==> config.mk <==
export PLATFORM = sky130hd
export DESIGN_NAME = hotselect_sequencer
export DESIGN_NICKNAME = d
export VERILOG_FILES = /design/src/rtl/hotselect_sequencer.sv
export SDC_FILE = /design/constraint.sdc
export NUM_CORES = 1
export LEC_CHECK = 0
export ABC_AREA = 1
export CORE_MARGIN = 4
export CORE_UTILIZATION = 30
export CTS_BUF_LIST = sky130_fd_sc_hd__clkbuf_8
export CTS_CLUSTER_SIZE = 28
export DETAILED_ROUTE_END_ITERATION = 12
export PLACE_DENSITY_LB_ADDON = 0.08
export REMOVE_ABC_BUFFERS = 1
export SYNTH_ARGS = -nofsm -noshare
export SYNTH_HDL_FRONTEND = slang
export SYNTH_SLANG_ARGS = --single-unit
==> constraint.sdc <==
create_clock -name clk -period 1.5 [get_ports clk]
set_clock_uncertainty 0.15 [all_clocks]
set_input_delay 0.225 -clock clk [delete_from_list [all_inputs] [get_ports clk]]
set_output_delay 0.225 -clock clk [all_outputs]
set_load 0.01 [all_outputs]
==> src/rtl/hotselect_sequencer.sv <==
// Sequencer that turns an accepted opcode into a one-hot mux select, waits for the selected
// path to settle, captures the mux output and offers it downstream over valid/ready.
module hotselect_sequencer #(
  parameter int                 WIDTH       = 32,
  parameter int                 SEL_W       = 16,
  parameter int                 OPC_W       = 4,
  parameter int                 SETTLE      = 2,
  parameter logic [SEL_W-1:0]   ENABLE_MASK = 16'hFFFF
) (
  input  logic              clk,
  input  logic              rst_n,
  input  logic              op_valid,
  output logic              op_ready,
  input  logic [OPC_W-1:0]  opcode,
  input  logic [WIDTH-1:0]  mux_data,
  output logic [SEL_W-1:0]  hotselect,
  output logic [WIDTH-1:0]  result,
  output logic              result_valid,
  input  logic              result_ready,
  output logic              err
);

  localparam logic [1:0] S_IDLE        = 2'd0;
  localparam logic [1:0] S_SETTLE_WAIT = 2'd1;
  localparam logic [1:0] S_HOLD        = 2'd2;

  // SETTLE is at most 15, so a 4-bit down-counter always suffices.
  localparam logic [3:0] CNT_INIT = 4'(SETTLE - 1);

  logic [1:0] state;
  logic [3:0] cnt;

  assign op_ready = (state == S_IDLE);

  // NOTE: every register here uses non-blocking assignments so all state advances together
  // on the edge; the async reset clears every control and data register, so an aborted
  // operation never leaves a stale result behind.
  always_ff @(posedge clk or negedge rst_n) begin
    if (!rst_n) begin
      state        <= S_IDLE;
      cnt          <= '0;
      hotselect    <= '0;
      result       <= '0;
      result_valid <= 1'b0;
      err          <= 1'b0;
    end else begin
      case (state)
        S_IDLE: begin
          if (op_valid) begin
            if (ENABLE_MASK[opcode]) begin
              hotselect <= SEL_W'(1) << opcode;
              cnt       <= CNT_INIT;
              err       <= 1'b0;
              state     <= S_SETTLE_WAIT;
            end else begin
              // Masked opcode: report the error immediately without driving the mux.
              result       <= '0;
              err          <= 1'b1;
              result_valid <= 1'b1;
              state        <= S_HOLD;
            end
          end
        end
        S_SETTLE_WAIT: begin
          if (cnt != 4'd0) begin
            cnt <= cnt - 4'd1;
          end else begin
            result       <= mux_data;
            result_valid <= 1'b1;
            state        <= S_HOLD;
          end
        end
        S_HOLD: begin
          if (result_ready) begin
            result_valid <= 1'b0;
            hotselect    <= '0;
            state        <= S_IDLE;
          end
        end
        default: begin
          state <= S_IDLE;
        end
      endcase
    end
  end

endmodule

; ---- Yosys cells after proc, flatten, opt, wreduce, memory -nomap -nowiden
; Memories as Yosys holds them, arrays and structs flattened.
; Cells that the tools add are included.
; Widths: inputs -> output; s select.
[totals]
rom_bits = 16
n_memories = 1
elab_cells = 53
ff_bits = 56
output_inout_bits = 51
input_bits = 40
[classes]
eq_ne = 8
magnitude_cmp = 1
add_sub_neg = 1
reduce_logical = 11
mux = 24
n_shift = 1
[memory_table]
columns = name, words, width, rd, rd_clocked_by_memory_dff, write_ports, line_no
row1 = (name not given), 16, 1, 1, 0, 0, 50  ; if (ENABLE_MASK[opcode]) begin
[ops]
columns = cell, count
row1 = $mux 32, 3
row2 = $pmux 32 s2, 1
row3 = $mux 16, 3
row4 = $pmux 16 s2, 1
row5 = $shl 1x4->16 const A, 1
row6 = $mux 4, 3
row7 = $reduce_and 4->1, 3
row8 = $ne 2x2->1 const B, 5
row9 = $mux 2, 4
row10 = $pmux 4 s2, 1
row11 = $mux 1, 6
row12 = $pmux 2 s3, 1
row13 = $lt 4x5->1 const B, 1
row14 = $reduce_and 5->1, 1
row15 = $reduce_bool 2->1, 2
row16 = $reduce_bool 4->1, 1
row17 = $sub 4x1->4 const B, 1
row18 = $pmux 1 s3, 1
row19 = $reduce_and 3->1, 1
row20 = $reduce_bool 3->1, 1
row21 = $eq 2x1->1 const B, 1
row22 = $eq 2x2->1 const B, 1
row23 = $logic_not 2->1, 1
row24 = $ne 2x1->1 const B, 1
row25 = $reduce_and 2->1, 1

; ---- Logic depth before layout (Yosys ltp)
[logic_depth]
depth_word = 5
ltp_mapped = 7

; ---- Worst setup path before layout
; OpenSTA, ideal clock, no wires.
[synth_path]
path_type = register to register
start = register cnt[0]
end = register result[26]
path_stages_with_launch = 8
required_time_ns = 1.229
arrival_time_ns = 1.162
period_less_slack_ns = 1.432
n_path_buf = 2
slack_ns = 0.068
path_cell_list = dfrtp_1 inv_1 ha_1 nand3_2 buf_2 buf_6 nand2_1 o21ai_1
[synth_via]
elab_chain_len = 3
[synth_rtl]
columns = element, line_no
row1 = from (decl), 31  ; logic [3:0] cnt;
row2 = from (signal assigned), 66  ; cnt <= cnt - 4'd1;
row3 = $reduce_bool 4->1, 65  ; if (cnt != 4'd0) begin
row4 = $ne 2x2->1 (no line), n/a
row5 = $reduce_and 4->1 (no line), n/a
row6 = to (signal assigned), 68  ; result <= mux_data;
row7 = to (decl), 17  ; output logic [WIDTH-1:0] result,
; No other way between the ends.
; A chain may end at the register's enable or synchronous reset.

; ---- Worst setup path in the final report
[layout_path]
start = register state[1]
end = register result[1]
[layout_via]
elab_chain_len = 3
[layout_rtl]
columns = element, line_no
row1 = from (decl), 30  ; logic [1:0] state;
row2 = from (signal assigned), 40  ; state <= S_IDLE;
row3 = from (signal assigned), 54  ; state <= S_SETTLE_WAIT;
row4 = from (signal assigned), 60  ; state <= S_HOLD;
row5 = $eq 2x1->1 / $logic_not 2->1 (equally long branches), 47  ; case (state)
row6 = $ne 2x2->1 (no line) / $reduce_bool 2->1 (equally long branches), n/a
row7 = $reduce_and 4->1 (no line), n/a
; Several ways; a longest one is shown, not always the timed one.

==> impl_metrics.tcl <==
set metrics [dict create \
    status "finished, final reports clean" \
    fin_nets 412 \
    yosysWarningCount 0 \
    worst-endpoint-arrival_ns 1.54 \
    cts.reportedPaths.clkPinSlew_ns 0.09 \
    crit_fanout 6 \
    cts_sinks 55 \
    synth_compound_area_share_pct 8.35 \
    fin_tns_setup_ns 0 \
    p_leak_nw 1.99 \
    root_buffer "clkbuf_8" \
    boundaryPins 91 \
    synthXorXnorAreaFrac_pct 0.370 \
    vias 2009 \
    yosys-mux-area-fraction_pct 0 \
    grt_pass1_vias 2007 \
    initial_core_util_pct 30.8 \
    multiInputGateArea_um2 808 \
    synthCells 261 \
    synth_area_um2 2370 \
    drive_gt1_share_pct 15.4 \
    hold_viol_final 0 \
    clkLatencyLatePin_ns 0.29 \
    hpwl_um 4080 \
    ys_types 25 \
    cts_inserted_buffers 5 \
    fin_crit_sh_pct 99.2 \
    die_y_um 96.8 \
    startpoint_type "flip-flop" \
    synth_top_area_cell "dfrtp_1" \
    worstHoldPathType "input port to async pin" \
    synth_top_cells_by_area "dfrtp_1, nand2_1, nand3_1" \
    finalPower_mw 6.56 \
    r2r_setup_slack_ns 0.01 \
    die_area_um2 9380 \
    finalSetupViolations 0 \
    synth_seq_cells 55 \
    grt-ovfl-total 0 \
    ir_drop_mv 0.832 \
    synth_area_per_cell_um2 9.07 \
    rsz0062_at_grt "yes" \
    clock_path_buffers 2 \
    via_per_inst 4.26 \
    hold-worst-slack_ns 0.296 \
    htreeDepth 2 \
    post-route-drc-count 0 \
    yosys.area.top_type_share_pct 58.1 \
    synth-simple-area-share_pct 22.0 \
    globalplace.congestion 0.791 \
    crit_path_end_kind "flip-flop" \
    syn_to_final_growth_pct 55.1 \
    wl_per_cell_um 12.9 \
    diodes 0 \
    cap_violations 0 \
    grt_first_pass_wirelength_um 9590 \
    synthAdderAreaFrac_pct 1.06 \
    p_per_area_nw_per_um2 1790 \
    fmax_mhz 672 \
    worst_ep_required_time_ns 1.55 \
    cts_tree "done" \
    grt_max_degree 56 \
    detail-route-antenna-nets 0 \
    drt-pass1-iter-count 6 \
    port-buffer-count 89 \
    final_common_cell "dfrtp_1" \
    drt_iter0_markers 32 \
    synth_top_family_by_area "simple AND/OR/NAND/NOR gates" \
    synth_seq_area_share_pct 58.1 \
    fin_util_pct 47.8 \
    num-fill-cells 755 \
    core_region_area_um2 7690 \
    slew_viol_final 0 \
    grt_antenna_before_repair 0 \
    finalWirelength_um 6110 \
    placementRows 32 \
    final_cell_mix "dfrtp_1, nand2_1, dlygate4sd2_1" \
    die_w_um 96.8 \
    critPathKind "flip-flop to flip-flop" \
    register_area_um2 1380 \
    grt_use_total_pct 12.4 \
    finalCriticalPeriod_ns 1.49 \
]
## where the power goes
part	leakage [nW]	internal, mW	switching (mW)
Sequential	0.698	2.10	0.314
Combinational	1.24	1.53	1.66
Clock	0.0554	0.484	0.466
Total	1.99	4.12	2.44
## worst max-delay path, stage by stage, from the launching register on
cell and delay, ns:
dfrtp_1 0.41, buf_6 0.13, nor2_4 0.14, nand3_4 0.12
buf_12 0.16, clkbuf_16 0.15, nand2_1 0.07, o21ai_2 0.05
## synth_stat cells
cell / n
nor2_1: 11
o21ai_2: 5
nand2_2: 1
o31ai_1: 1
clkbuf_1: 2
nand2_1: 54
nand3_2: 1
nand3_1: 35
buf_2: 4
nand4_1: 1
dfrtp_1: 55
o21ai_0: 1
nand2_4: 2
o22ai_1: 1
inv_2: 2
conb_1: 1
xor2_1: 1
o21ai_1: 27
inv_1: 39
nor2_2: 1
ha_1: 2
buf_4: 1
buf_6: 4
nor2_4: 1
nor3_1: 8
## flip-flops by register name, summed over array words and instances, names as in the netlist
| name | flops |
|---|---|
| cnt | 4 |
| hotselect | 16 |
| result | 32 |
| result_valid | 1 |
| state | 2 |
## area by class of cell
type | instances | area share (%)
clock buffer | 5 | 1.87
clock inverter | 2 | 0.920
inverter | 41 | 4.19
multi-input combinational | 154 | 22.0
sequential | 55 | 37.5
tap | 102 | 3.48
timing repair buffer | 113 | 30.0
## kinds of logic (layout without fill, tap and decap cells)
group                    Yosys count  after routing
AND/OR/NAND/NOR                  115            115
flip-flops                        55             55
buffers and inverters             52            161
AO/OA/AOI/OAI                     35             35
adder cells (fa/ha/maj)            2              2
other                              1              1
XOR/XNOR                           1              1
## final timing paths
path / start / end / depth (start not counted)
max: state[1] / result[1] / 7
max in group asynchronous: rst_n / hotselect[15] / 3
min: rst_n / state[1] / 3
min reg2reg: result[28] / result[28] / 2
min in group clk: mux_data[17] / result[17] / 3
max reg2reg: state[1] / result[1] / 7
## routing by layer
layer  up-vias  share of wire (%)  GRT usage [%]
met5         -                  0              0
met4         0               0.51           3.24
met3         3                9.2           6.13
met2        64                 47           19.8
met1       904                 43           15.0
li1       1038                  -              -
## timing repair
| action | in CTS | in global routing |
|---|---|---|
| hold buffers | 1 | 0 |
| hold endpoints to repair | 55 | 0 |
| gates resized for setup | 53 | 15 |
| gates cloned | 0 | 5 |
| setup endpoints to repair | 56 | 50 |
| buffers inserted | 0 | 3 |
## metrics by stage
| stage | setup slack (ns) | instances | cell area, µm² |
|---|---|---|---|
| 2_1_floorplan | -0.497 | 250 | 2290 |
| 3_3_place_gp | -0.0419 | 456 | 3450 |
| 3_5_place_dp | -0.0414 | 456 | 3450 |
| 4_1_cts | 0.00668 | 464 | 3510 |
| 5_1_grt | -0.0597 | 472 | 3670 |
| 6_report | 0.0116 | 472 | 3670 |
(Power assumes the default switching activity.)
